**config.mk**
```make
export PLATFORM = sky130hd
export DESIGN_NAME = mem_port_arbiter
export DESIGN_NICKNAME = d
export VERILOG_FILES = /design/src/rtl/mem_port_arbiter.sv
export SDC_FILE = /design/constraint.sdc
export NUM_CORES = 1
export LEC_CHECK = 0
export CAP_MARGIN = 20
export CORE_MARGIN = 2
export CORE_UTILIZATION = 41
export CTS_CLUSTER_DIAMETER = 150
export DETAILED_ROUTE_END_ITERATION = 6
export PLACE_DENSITY = 0.85
export SYNTH_ARGS = -nofsm -noshare
export SYNTH_HDL_FRONTEND = slang
export SYNTH_SLANG_ARGS = --single-unit
```
**constraint.sdc**
```tcl
create_clock -name clk -period 4.88 [get_ports clk]
set_input_delay 1.464 -clock clk [delete_from_list [all_inputs] [get_ports clk]]
set_output_delay 1.464 -clock clk [all_outputs]
set_load 0.05 [all_outputs]
```
**src/rtl/mem_port_arbiter.sv**
```systemverilog
// mem_port_arbiter: shares one 256x8 unified memory between instruction fetch
// and the data-memory stage, one access per cycle.
//   - BOOT: reads the reset vector at RESET_VEC_ADDR into boot_pc, then RUN.
//   - RUN : the data stage has fixed priority. A starvation counter forces a
//           fetch win after STARVE_MAX consecutive fetch denials.
// Ports:
//   clk, rst              clock, asynchronous active-high reset
//   if_req/if_addr        fetch read request
//   if_gnt                fetch access performed this cycle (combinational)
//   if_rvalid/if_rdata    registered fetch read return (cycle after grant)
//   dm_req/dm_we/dm_addr/dm_wdata  data-stage access request
//   dm_gnt                data access performed this cycle (combinational)
//   dm_rvalid/dm_rdata    registered data read return (granted reads only)
//   boot_done/boot_pc     reset vector captured / its value
//   mem_addr/mem_we/mem_wdata/mem_rdata  memory port (combinational read)
module mem_port_arbiter #(
  parameter int unsigned    AW             = 8,
  parameter int unsigned    DW             = 8,
  parameter int unsigned    STARVE_MAX     = 4,
  parameter logic [AW-1:0]  RESET_VEC_ADDR = '0
) (
  input  logic          clk,
  input  logic          rst,
  input  logic          if_req,
  input  logic [AW-1:0] if_addr,
  output logic          if_gnt,
  output logic          if_rvalid,
  output logic [DW-1:0] if_rdata,
  input  logic          dm_req,
  input  logic          dm_we,
  input  logic [AW-1:0] dm_addr,
  input  logic [DW-1:0] dm_wdata,
  output logic          dm_gnt,
  output logic          dm_rvalid,
  output logic [DW-1:0] dm_rdata,
  output logic          boot_done,
  output logic [AW-1:0] boot_pc,
  output logic [AW-1:0] mem_addr,
  output logic          mem_we,
  output logic [DW-1:0] mem_wdata,
  input  logic [DW-1:0] mem_rdata
);

  localparam int unsigned SCW = 4;
  localparam logic [SCW-1:0] STARVE_LIM = SCW'(STARVE_MAX);

  typedef enum logic {BOOT, RUN} state_e;

  state_e         state_q, state_d;
  logic [SCW-1:0] starve_q, starve_d;
  logic           boot_done_q, boot_done_d;
  logic [AW-1:0]  boot_pc_q, boot_pc_d;
  logic           if_rvalid_q, if_rvalid_d;
  logic [DW-1:0]  if_rdata_q, if_rdata_d;
  logic           dm_rvalid_q, dm_rvalid_d;
  logic [DW-1:0]  dm_rdata_q, dm_rdata_d;

  logic if_win, dm_win;

  // Arbitration: data stage wins unless fetch has been denied STARVE_MAX times.
  always_comb begin
    if_win = 1'b0;
    dm_win = 1'b0;
    if (state_q == RUN) begin
      if_win = if_req && (!dm_req || (starve_q == STARVE_LIM));
      dm_win = dm_req && !if_win;
    end
  end

  // Memory port mux follows the winner; idle cycles present the fetch address.
  always_comb begin
    if_gnt    = if_win;
    dm_gnt    = dm_win;
    mem_we    = dm_win && dm_we;
    mem_wdata = dm_wdata;
    if (state_q == BOOT) begin
      mem_addr = RESET_VEC_ADDR;
    end else if (dm_win) begin
      mem_addr = dm_addr;
    end else begin
      mem_addr = if_addr;
    end
  end

  // Next-state, starvation counter and read-return capture.
  always_comb begin
    state_d     = state_q;
    starve_d    = starve_q;
    boot_done_d = boot_done_q;
    boot_pc_d   = boot_pc_q;
    if_rvalid_d = 1'b0;
    if_rdata_d  = if_rdata_q;
    dm_rvalid_d = 1'b0;
    dm_rdata_d  = dm_rdata_q;

    case (state_q)
      BOOT: begin
        boot_pc_d   = AW'(mem_rdata);
        boot_done_d = 1'b1;
        state_d     = RUN;
      end
      default: begin
        if (if_win || !if_req) begin
          starve_d = '0;
        end else if (if_req && dm_win) begin
          // Saturate so the counter can never pass the forcing threshold.
          starve_d = (starve_q >= STARVE_LIM) ? STARVE_LIM : starve_q + SCW'(1);
        end
        if (if_win) begin
          if_rvalid_d = 1'b1;
          if_rdata_d  = mem_rdata;
        end
        if (dm_win && !dm_we) begin
          dm_rvalid_d = 1'b1;
          dm_rdata_d  = mem_rdata;
        end
      end
    endcase
  end

  // State register with asynchronous clear; reset reruns boot.
  always_ff @(posedge clk or posedge rst) begin
    if (rst) begin
      state_q     <= BOOT;
      starve_q    <= '0;
      boot_done_q <= 1'b0;
      boot_pc_q   <= '0;
      if_rvalid_q <= 1'b0;
      if_rdata_q  <= '0;
      dm_rvalid_q <= 1'b0;
      dm_rdata_q  <= '0;
    end else begin
      state_q     <= state_d;
      starve_q    <= starve_d;
      boot_done_q <= boot_done_d;
      boot_pc_q   <= boot_pc_d;
      if_rvalid_q <= if_rvalid_d;
      if_rdata_q  <= if_rdata_d;
      dm_rvalid_q <= dm_rvalid_d;
      dm_rdata_q  <= dm_rdata_d;
    end
  end

  assign boot_done = boot_done_q;
  assign boot_pc   = boot_pc_q;
  assign if_rvalid = if_rvalid_q;
  assign if_rdata  = if_rdata_q;
  assign dm_rvalid = dm_rvalid_q;
  assign dm_rdata  = dm_rdata_q;

endmodule

```
# --- Yosys cells after proc, flatten, opt, wreduce, memory -nomap -nowiden ---
# Index checks and enable logic that the tools add are counted.
totals:
  in_bits: 37
  output_inout_bits: 46
  word_cells: 37
  regBits: 32
op_classes:
  n_eq_ne: 1
  add_sub_neg: 1
  magnitude_cmp: 1
  n_reduce_logical: 15
  n_mux: 11
ops:
  columns: ["op", "count"]
  rows:
  - ["two-way mux 8 bit", 2]
  - ["two-way mux 4 bit", 3]
  - ["two-way mux 1 bit", 6]
  - ["AND reduction 2 bit", 3]
  - ["logical AND 1 bit", 5]
  - ["adder 4 x 1 -> 4 bit, second input constant", 1]
  - ["equality test 4 x 3 -> 1 bit, second input constant", 1]
  - [">= comparator 4 x 3 -> 1 bit, second input constant", 1]
  - ["zero test 1 bit", 4]
  - ["logical OR 1 bit", 2]
  - ["nonzero test 2 bit", 1]

# --- Longest topological paths before layout ---
# Gate-level depths: netlist of the first run.
depth:
  depth_word: 9
  depth_mapped: 6
  depth_no_buf: 5

# --- Least setup slack after synthesis of the first run ---
# No wires, ideal clock.
synth_timing:
  path_kind: "input-to-output"
  from: "in if_req"
  to: "out mem_addr[0]"
  t_required_ns: 3.416
  cell_stages: 4
  arrival_ns: 2.990
  setup_slack_ns: 0.426
  path_buffers: 1
  path_cell_list: "nand4b_1 > and3_1 > buf_2 > mux2i_1"
synth_via:
  elab_chain_cells: 6
synth_lines:
  columns: ["item", "line_no", "rtl"]
  rows:
  - ["from (decl)", "24", "input logic if_req,"]
  - ["logical AND 1 bit", "65", "if_win = if_req && (!dm_req || (starve_q == STARVE_LIM));"]
  - ["zero test 1 bit", "66", "dm_win = dm_req && !if_win;"]
  - ["logical AND 1 bit", "66", null]
  - ["two-way mux 1 bit", "64", "if (state_q == RUN) begin"]
  - ["via dm_gnt", "33", "output logic dm_gnt,"]
  - ["two-way mux 8 bit", "78", "end else if (dm_win) begin"]
  - ["two-way mux 8 bit", "76", "if (state_q == BOOT) begin"]
  - ["to (decl)", "38", "output logic [AW-1:0] mem_addr,"]
# The timed path passes the listed nets, and every way through them passes these cells.

# --- Worst setup path after layout of the first run ---
layout_timing:
  from: "in dm_req"
  to: "out mem_addr[7]"
layout_via:
  elab_chain_cells: 8
layout_lines:
  columns: ["item", "line_no", "rtl"]
  rows:
  - ["from (decl)", "29", "input logic dm_req,"]
  - ["zero test 1 bit", "65", null]
  - ["logical OR 1 bit", "65", null]
  - ["logical AND 1 bit", "65", null]
  - ["zero test 1 bit", "66", null]
  - ["logical AND 1 bit *", "66", null]
  - ["two-way mux 1 bit *", "64", null]
  - ["two-way mux 8 bit *", "78", null]
  - ["two-way mux 8 bit *", "76", null]
# Every way passes the cells marked *; elsewhere a longest branch is shown, timed or not.

==> results of run 1 <==
==> cells in the mapped netlist, drive strengths merged <==
library cell	number	share of area [%]
clkbuf	1	0.26
nand2	10	2.6
inv	11	2.8
and2	1	0.43
nand3	1	0.34
conb	1	0.26
a21oi	2	1.4
nand2b	1	0.43
mux2i	8	5.4
o21a	1	0.51
nand4bb	1	0.77
ha	2	1.7
nor2	2	0.51
mux2	25	19
nand3b	1	0.51
and3	1	0.43
o22ai	1	0.43
dfrtp	32	54
nand4b	1	0.60
and4b	1	0.68
nor2b	1	0.43
buf	12	5.9
==> logic make-up (layout without fill, tap and decap cells) <==
kind of cell             Yosys count  after routing  share of synthesized area, %
buffers and inverters             24             87                          8.94
flip-flops                        32             32                          54.5
AND/OR/NAND/NOR                   21             21                          7.66
other                              1              1                         0.255
adder cells (fa/ha/maj)            2              2                          1.70
multiplexers                      33             33                          24.6
AO/OA/AOI/OAI                      4              4                          2.38
==> power by group through the flow <==
stage               registers (uW)  logic [uW]  clock network, uW
global placement               323         331                  0
CTS                            322         340                136
floorplan                      444        96.5                  0
global route                   326         351                148
finish                         321         337                132
detailed placement             326         338                  0
==> metrics by stage <==
step | area (um^2) | power, uW | util, % | std cells | hold WS, ns
2_1_floorplan | 1470 | 540 | - | 117 | 0.506
3_3_place_gp | 2220 | 654 | 65.6 | 218 | 0.453
3_5_place_dp | 2250 | 665 | 66.4 | 219 | 0.455
4_1_cts | 2300 | 798 | 67.8 | 226 | 0.478
5_1_grt | 2300 | 825 | 67.8 | 226 | 0.512
6_report | 2300 | 790 | 67.8 | 226 | 0.473
==> metal layers <==
layer / GRT usage [%] / wire length, um / vias up
li1: - / - / 502
met1: 17.4 / 1270 / 526
met2: 32.0 / 1660 / 56
met3: 8.27 / 396 / 4
met4: 4.62 / 13 / 0
met5: 0 / 0 / -
==> worst reg2reg max path, stage by stage (launching register included) <==
cell and delay, ns:
dfrtp_1 0.41, inv_1 0.06, ha_1 0.21, nand4b_1 0.11
and4b_1 0.50, mux2_2 0.39
==> final timing paths <==
path,cells past startpoint,endpoint,start
max in group asynchronous,3,starve_q[3],rst
worst min register to register,1,boot_done,boot_done
worst min-delay path,1,boot_done,boot_done
min in group asynchronous,2,if_rdata[3],rst
worst max-delay path,4,mem_addr[7],dm_req
worst max register to register,5,dm_rdata[7],starve_q[0]
==> layout make-up <==
cell class | count | area, um^2
multi-input cells | 61 | 538
fillers | 248 | 1090
clock inverters | 1 | 5.00
repair buffers | 69 | 813
flip-flops and latches | 32 | 801
inverters | 11 | 41.3
well taps | 46 | 57.6
clock buffers | 6 | 41.3
==> flip-flops by register name (all words and copies together) (netlist names) <==
register / cells
boot_done: 1
boot_pc: 8
dm_rdata: 8
dm_rvalid: 1
if_rdata: 8
if_rvalid: 1
starve_q: 4
state_q: 1
==> impl_metrics.yaml, run 1 <==
status:
  status: "finished clean"
power_and_ir_drop:
  vdd.ir_drop.worst_uv: 247
  p_sw_uw: 299
  swShare_pct: 37.9
  p_int_uw: 491
  power_leakage_uw: 0.00100
  p_comb_share_pct: 42.6
  p_per_area_mw_per_mm2: 344
  clock_power_share_pct: 16.7
  seq_power_share_pct: 40.7
floorplanning:
  rows: 21
  coreArea_mm2: 0.00339
  ios: 83
  start_util_pct: 43.4
  die_width_um: 63.9
  dieArea_mm2: 0.00408
  die_h_um: 63.9
sta:
  drv_slew: 0
  hold_violations: 0
  finalCriticalPeriod_ns: 4.57
  post-route-period-util_pct: 93.7
  rsz0062_at_grt: "no"
  tightest_slew_ns: 0.533
  fmax_mhz: 219
  final.setup_skew_ns: 0.0114
  slew_headroom_pct: 64.3
  setup_total_negative_slack_ns: 0
  setup_violations: 0
  setup_ws_ns: 0.305
hold_path:
  hp-class: "flop to flop"
global_route:
  overflow: 0
  grt_pass1_vias: 1146
  global_route.usage.total_pct: 17.4
  antenna_found_initial: 0
  grt_pass1_wl_um: 5530
  grt_start_max_net_pins: 23
routing:
  firstDrtPassIters: 4
  drt-initial-drc-count: 26
  drt-vias-per-instance: 4.81
  post_drt_wl_per_cell_um: 14.8
  ant_nets: 0
  routed_wl_um: 3340
  vias: 1088
  post-route-drc-count: 0
yosys:
  yosys_warnings: 0
  syn_area_mm2: 0.00147
  syn-instance-count: 117
  ys_seq_elements: 32
  ys_types: 25
  synth.avg_cell_area_um2: 12.6
  synthesis.nets: 156
  yosysSeqAreaShare_pct: 54.5
setup_path:
  cp.arrival_ns: 3.11
  max_stage_delay_ns: 0.57
  endpoint_kind: "output pin"
  critPathTopFamily: "buffers and inverters"
  crit_chain: "clkdlybuf4s50_1, and3_1, mux2i_1, buf_12"
  startpoint_type: "input pin"
  crit_path_max_fanout: 10
  cp.required_ns: 3.42
  cp_num_buf_inv: 2
  path_class: "input pin to output pin"
  crit_slowest_cell: "clkdlybuf4s50_1"
  r2r_slack_ns: 3.10
finish:
  final_cell_mix: "clkdlybuf4s50_1 (55), dfrtp_1 (32), mux2_2 (25), inv_1 (11), buf_12 (11)"
  drive_above_1_share_pct: 25.6
  mostFrequentLayoutCell: "clkdlybuf4s50_1"
  diodes: 0
  nets: 219
  area_growth_pct: 56.3
clock_tree:
  postCtsSetupBuffers: 0
  clock_latency_ns: 0.32
  cts_tree: "yes"
  htreeDepth: 2
  path_clk_slew_ns: 0.09
  hold_buffers: 0
  ctsRootBufferMaster: "clkbuf_4"
  cts_resized: 0
  clockBufferDepth: 2
  cts_made_buffers: 5
  clock_sinks: 32
run:
  max_cap_violations: 0
place:
  place_ws_ns: 0.278
  gp_congestion: 0.762
  dpl.hpwl_um: 2570
  port-buffer-count: 66
(Power assumes the default switching activity.)
==> run 2: changes to the inputs <==
Settings changed: CAP_MARGIN 20 to default.
==> run 2 against run 1 <==
Clock-buffer cell count rose by 1. Largest power group unchanged. Global-route usage grew 0.32 points. Clock skew shrank 0.0049 ns. Core utilization fell by 0.26 points. Combinational power decreased by 1%. Sequential share of layout area grew 0.13 points. Critical path type unchanged. Register-to-register slack lost 0.02 ns. First-iteration DRC count rose by 31%. Hold slack improved by 0.0022 ns. Design area fell by 0.38%. Maximum frequency about the same. Sequential power about the same.
==> impl_metrics.yaml, run 2 (same netlist as run 1, synthesis figures left out) <==
clock_tree:
  hold_buffers: 0
  postCtsSetupBuffers: 0
  htreeDepth: 2
  clock_latency_ns: 0.31
  clock_sinks: 32
  clockBufferDepth: 2
  cts_made_buffers: 5
  cts_tree: "yes"
  ctsRootBufferMaster: "clkbuf_4"
  path_clk_slew_ns: 0.09
  cts_resized: 0
floorplanning:
  start_util_pct: 43.4
  die_width_um: 63.9
  ios: 83
  rows: 21
  die_h_um: 63.9
  dieArea_mm2: 0.00408
  coreArea_mm2: 0.00339
sta:
  rsz0062_at_grt: "no"
  setup_ws_ns: 0.308
  drv_slew: 0
  hold_violations: 0
  timing.hold.ws_ns: 0.475
  setup_total_negative_slack_ns: 0
  fmax_mhz: 219
  post-route-period-util_pct: 93.7
  finalCriticalPeriod_ns: 4.57
  slew_headroom_pct: 24.7
  final.setup_skew_ns: 0.00652
  setup_violations: 0
  tightest_slew_ns: 1.13
routing:
  post-route-drc-count: 0
  routed_wl_um: 3270
  drt-vias-per-instance: 4.81
  vias: 1082
  drt-initial-drc-count: 34
  ant_nets: 0
  post_drt_wl_per_cell_um: 14.5
  firstDrtPassIters: 4
place:
  dpl.hpwl_um: 2530
  place_ws_ns: 0.273
  port-buffer-count: 66
  placed_cell_area_mm2: 0.00222
  gp_congestion: 0.762
setup_path:
  endpoint_kind: "output pin"
  cp.arrival_ns: 3.11
  startpoint_type: "input pin"
  cp.required_ns: 3.42
  path_class: "input pin to output pin"
  reg2reg_depth: 5
  crit_path_max_fanout: 10
power_and_ir_drop:
  vdd.ir_drop.worst_uv: 293
  finalPower_uw: 813
  p_per_area_mw_per_mm2: 355
  power_leakage_uw: 0.000997
status:
  status: "finished clean"
finish:
  multi_input_area_um2: 538
  final_cell_mix: "clkdlybuf4s50_1 (55), dfrtp_1 (32), mux2_2 (25), inv_1 (11), buf_12 (11)"
  diodes: 0
  regArea_um2: 801
  nFillCells: 247
  mostFrequentLayoutCell: "clkdlybuf4s50_1"
  area_growth_pct: 55.7
  nets: 218
  postLayoutCellArea_mm2: 0.00229
  drive_above_1_share_pct: 25.7
run:
  max_cap_violations: 0
global_route:
  grt_pass1_wl_um: 5560
  grt_pass1_vias: 1189
  global_route.usage.total_pct: 17.8
  grt_start_max_net_pins: 33
  antenna_found_initial: 0
  overflow: 0
hold_path:
  hold-path-cell-count: 1
  hp-class: "flop to flop"
[run 2: cell count changes in the layout (fill, tap and decap cells not counted)]
| cell | change |
|---|---|
| buf_16 | -1 |
| clkbuf_1 | -1 |
| clkbuf_8 | +2 |
| clkinv_2 | -1 |
[run 2: layer usage]
layer / part of all wire (%) / track usage (%) / wire length (um) / up-vias
met4: 0.52 / 6.25 / 17 / 0
met3: 11 / 7.92 / 373 / 4
met2: 49 / 31.4 / 1610 / 56
met1: 39 / 18.5 / 1270 / 521
li1: - / - / - / 501
met5: 0 / 0 / 0 / -
[run 2: final cells by class]
| type | instances | share of cell area [%] |
|---|---|---|
| inverters | 11 | 1.80 |
| repair buffers | 68 | 34.3 |
| clock buffers | 7 | 2.84 |
| flip-flops and latches | 32 | 35.0 |
| multi-input cells | 61 | 23.5 |
| well taps | 46 | 2.52 |
[run 2: per-stage QoR]
step	util (%)	std cells
4_1_cts	67.5	225
6_report	67.5	225
2_1_floorplan	-	117
3_3_place_gp	65.6	218
3_5_place_dp	65.6	218
5_1_grt	67.5	225
[run 2: report_power, final]
| group | internal (uW) | leakage (uW) | switching [uW] | total [uW] |
|---|---|---|---|---|
| logic | 135 | 0.000575 | 199 | 333 |
| clock network | 81.7 | 0.0000374 | 76.8 | 158 |
| registers | 301 | 0.000385 | 20.7 | 321 |
| total | 517 | 0.000997 | 296 | 813 |
[run 2: worst paths after layout]
kind	startpoint	endpoint	slack (ns)
worst max-delay path	dm_req	mem_addr[6]	0.31
worst min-delay path	boot_done	boot_done	0.48
worst max register to register	starve_q[0]	dm_rdata[6]	3.08
worst min register to register	boot_done	boot_done	0.48
max in group asynchronous	rst	starve_q[1]	2.46
min in group asynchronous	rst	if_rdata[5]	1.74
[run 2: worst max-delay path: stages]
cell	delay, ns
clkdlybuf4s50_1	0.58
and3_1	0.52
mux2i_1	0.36
buf_12	0.18
==> run 3: changes to the inputs <==
Settings changed: CORE_ASPECT_RATIO from default to 0.8.
==> run 3 against run 2 <==
Sequential share of layout area fell by 0.68 points. Critical endpoint unchanged. Critical path depth rose by 2. Die area barely moved. Final cell count fell by 0.89%. Clock skew barely moved. Non-clock buffer count rose by 1. Sequential power barely moved. Combinational power rose by 2%. Worst setup slack improved by 0.093 ns. Register-to-register slack barely moved.
==> impl_metrics.yaml, run 3 (same netlist as run 1, synthesis figures left out) <==
setup_path:
  r2r_slack_ns: 3.08
  cp_num_buf_inv: 3
  max_stage_delay_ns: 0.53
  critPathTopFamily: "buffers and inverters"
  cp.required_ns: 3.42
  worstSetupStartpoint: "if_req"
  endpoint: "mem_addr[6]"
  crit_chain: "clkdlybuf4s50_1, nand4b_1, and3_1, buf_4, mux2i_1, buf_12"
  startpoint_type: "input pin"
  crit_slowest_cell: "clkdlybuf4s50_1"
  reg2reg_to: "dm_rdata[7]"
  r2r-start: "starve_q[0]"
  cp.arrival_ns: 3.02
  endpoint_kind: "output pin"
  reg2reg_depth: 5
  path_class: "input pin to output pin"
  cp_num_cells: 6
  crit_path_max_fanout: 9
power_and_ir_drop:
  p_int_uw: 588
  swShare_pct: 35.0
  power_leakage_uw: 0.00102
  finalPower_uw: 904
  vdd.ir_drop.worst_uv: 306
  p_comb_share_pct: 37.4
  p_per_area_mw_per_mm2: 388
  clock_power_share_pct: 27.2
  seq_power_share_pct: 35.4
  p_sw_uw: 317
run:
  max_cap_violations: 0
floorplanning:
  die_h_um: 57.6
  rows: 19
  ios: 83
  start_util_pct: 42.9
  coreArea_mm2: 0.00342
  dieArea_mm2: 0.00408
  die_width_um: 71.0
place:
  gp_congestion: 0.801
  port-buffer-count: 66
  placed_cell_area_mm2: 0.00223
  dpl.hpwl_um: 2780
sta:
  setup_violations: 0
  post-route-period-util_pct: 91.8
  setup_total_negative_slack_ns: 0
  hold_violations: 0
  slew_headroom_pct: 22.1
  fmax_mhz: 223
  tightest_slew_ns: 1.17
  final.setup_skew_ns: 0.00652
  drv_slew: 0
  finalCriticalPeriod_ns: 4.48
  rsz0062_at_grt: "no"
finish:
  area_growth_pct: 58.7
  mostFrequentLayoutCell: "clkdlybuf4s50_1"
  final_cell_mix: "clkdlybuf4s50_1 (55), dfrtp_1 (32), mux2_2 (25), inv_1 (11), buf_12 (11)"
  drive_above_1_share_pct: 26.0
  diodes: 0
  nFillCells: 251
  postLayoutCellArea_mm2: 0.00233
  nets: 219
hold_path:
  hp-class: "flop to flop"
clock_tree:
  htreeDepth: 2
  path_clk_slew_ns: 0.06
  hold_buffers: 0
  cts_tree: "yes"
  clock_latency_ns: 0.28
  cts_resized: 0
  cts_made_buffers: 5
  clock_sinks: 32
  ctsRootBufferMaster: "clkbuf_8"
  clockBufferDepth: 2
  postCtsSetupBuffers: 0
routing:
  post_drt_wl_per_cell_um: 16.4
  ant_nets: 0
  drt-vias-per-instance: 4.78
  vias: 1067
  post-route-drc-count: 0
  drt-initial-drc-count: 49
  routed_wl_um: 3660
  firstDrtPassIters: 4
global_route:
  grt_start_max_net_pins: 33
  grt_pass1_wl_um: 5940
  antenna_found_initial: 0
  grt_pass1_vias: 1194
  global_route.usage.total_pct: 19.5
  overflow: 0
status:
  status: "finished clean"
[run 3: worst register-to-register path, stage by stage, from the launching register on]
cell and delay (ns):
dfrtp_1 0.39, inv_1 0.06, ha_1 0.21, nand4b_1 0.11, and4b_1 0.52, mux2_2 0.41
[run 3: worst min-delay path by stage]
stage | cells after the start | end | startpoint
floorplan | 1 | starve_q[3] | starve_q[3]
global placement | 1 | boot_done | boot_done
detailed placement | 1 | boot_done | boot_done
CTS | 1 | boot_done | boot_done
global route | 1 | boot_done | boot_done
finish | 1 | boot_done | boot_done
[run 3: final cells by class]
cell class | instances | area [um^2] | area share [%]
timing repair buffer | 69 | 793 | 34.0
multi-input combinational | 61 | 538 | 23.1
clock buffer | 6 | 72.6 | 3.11
clock inverter | 2 | 35.0 | 1.50
tap | 42 | 52.6 | 2.25
sequential | 32 | 801 | 34.3
inverter | 11 | 41.3 | 1.77
[run 3: per-stage QoR]
step	utilization (%)	setup slack, ns	hold WS (ns)	cells
2_1_floorplan	-	0.426	0.506	117
3_3_place_gp	65.0	0.457	0.454	215
3_5_place_dp	65.0	0.404	0.465	215
4_1_cts	68.2	0.396	0.481	223
5_1_grt	68.2	0.284	0.493	223
6_report	68.2	0.400	0.472	223
[run 3: power by group through the flow]
stage               clock network [uW]  registers (uW)  logic [uW]
finish                             246             320         338
global route                       267             324         352
CTS                                251             321         341
detailed placement                   0             325         339
global placement                     0             323         333
floorplan                            0             444        96.5
[run 3: per-layer routing]
layer / part of all wire, % / vias to the layer above / global-route usage (%)
met5: 0 / - / 0
met4: 0.68 / 0 / 5.12
met3: 4.5 / 3 / 5.83
met2: 53 / 26 / 33.6
met1: 41 / 535 / 24.0
li1: - / 503 / -
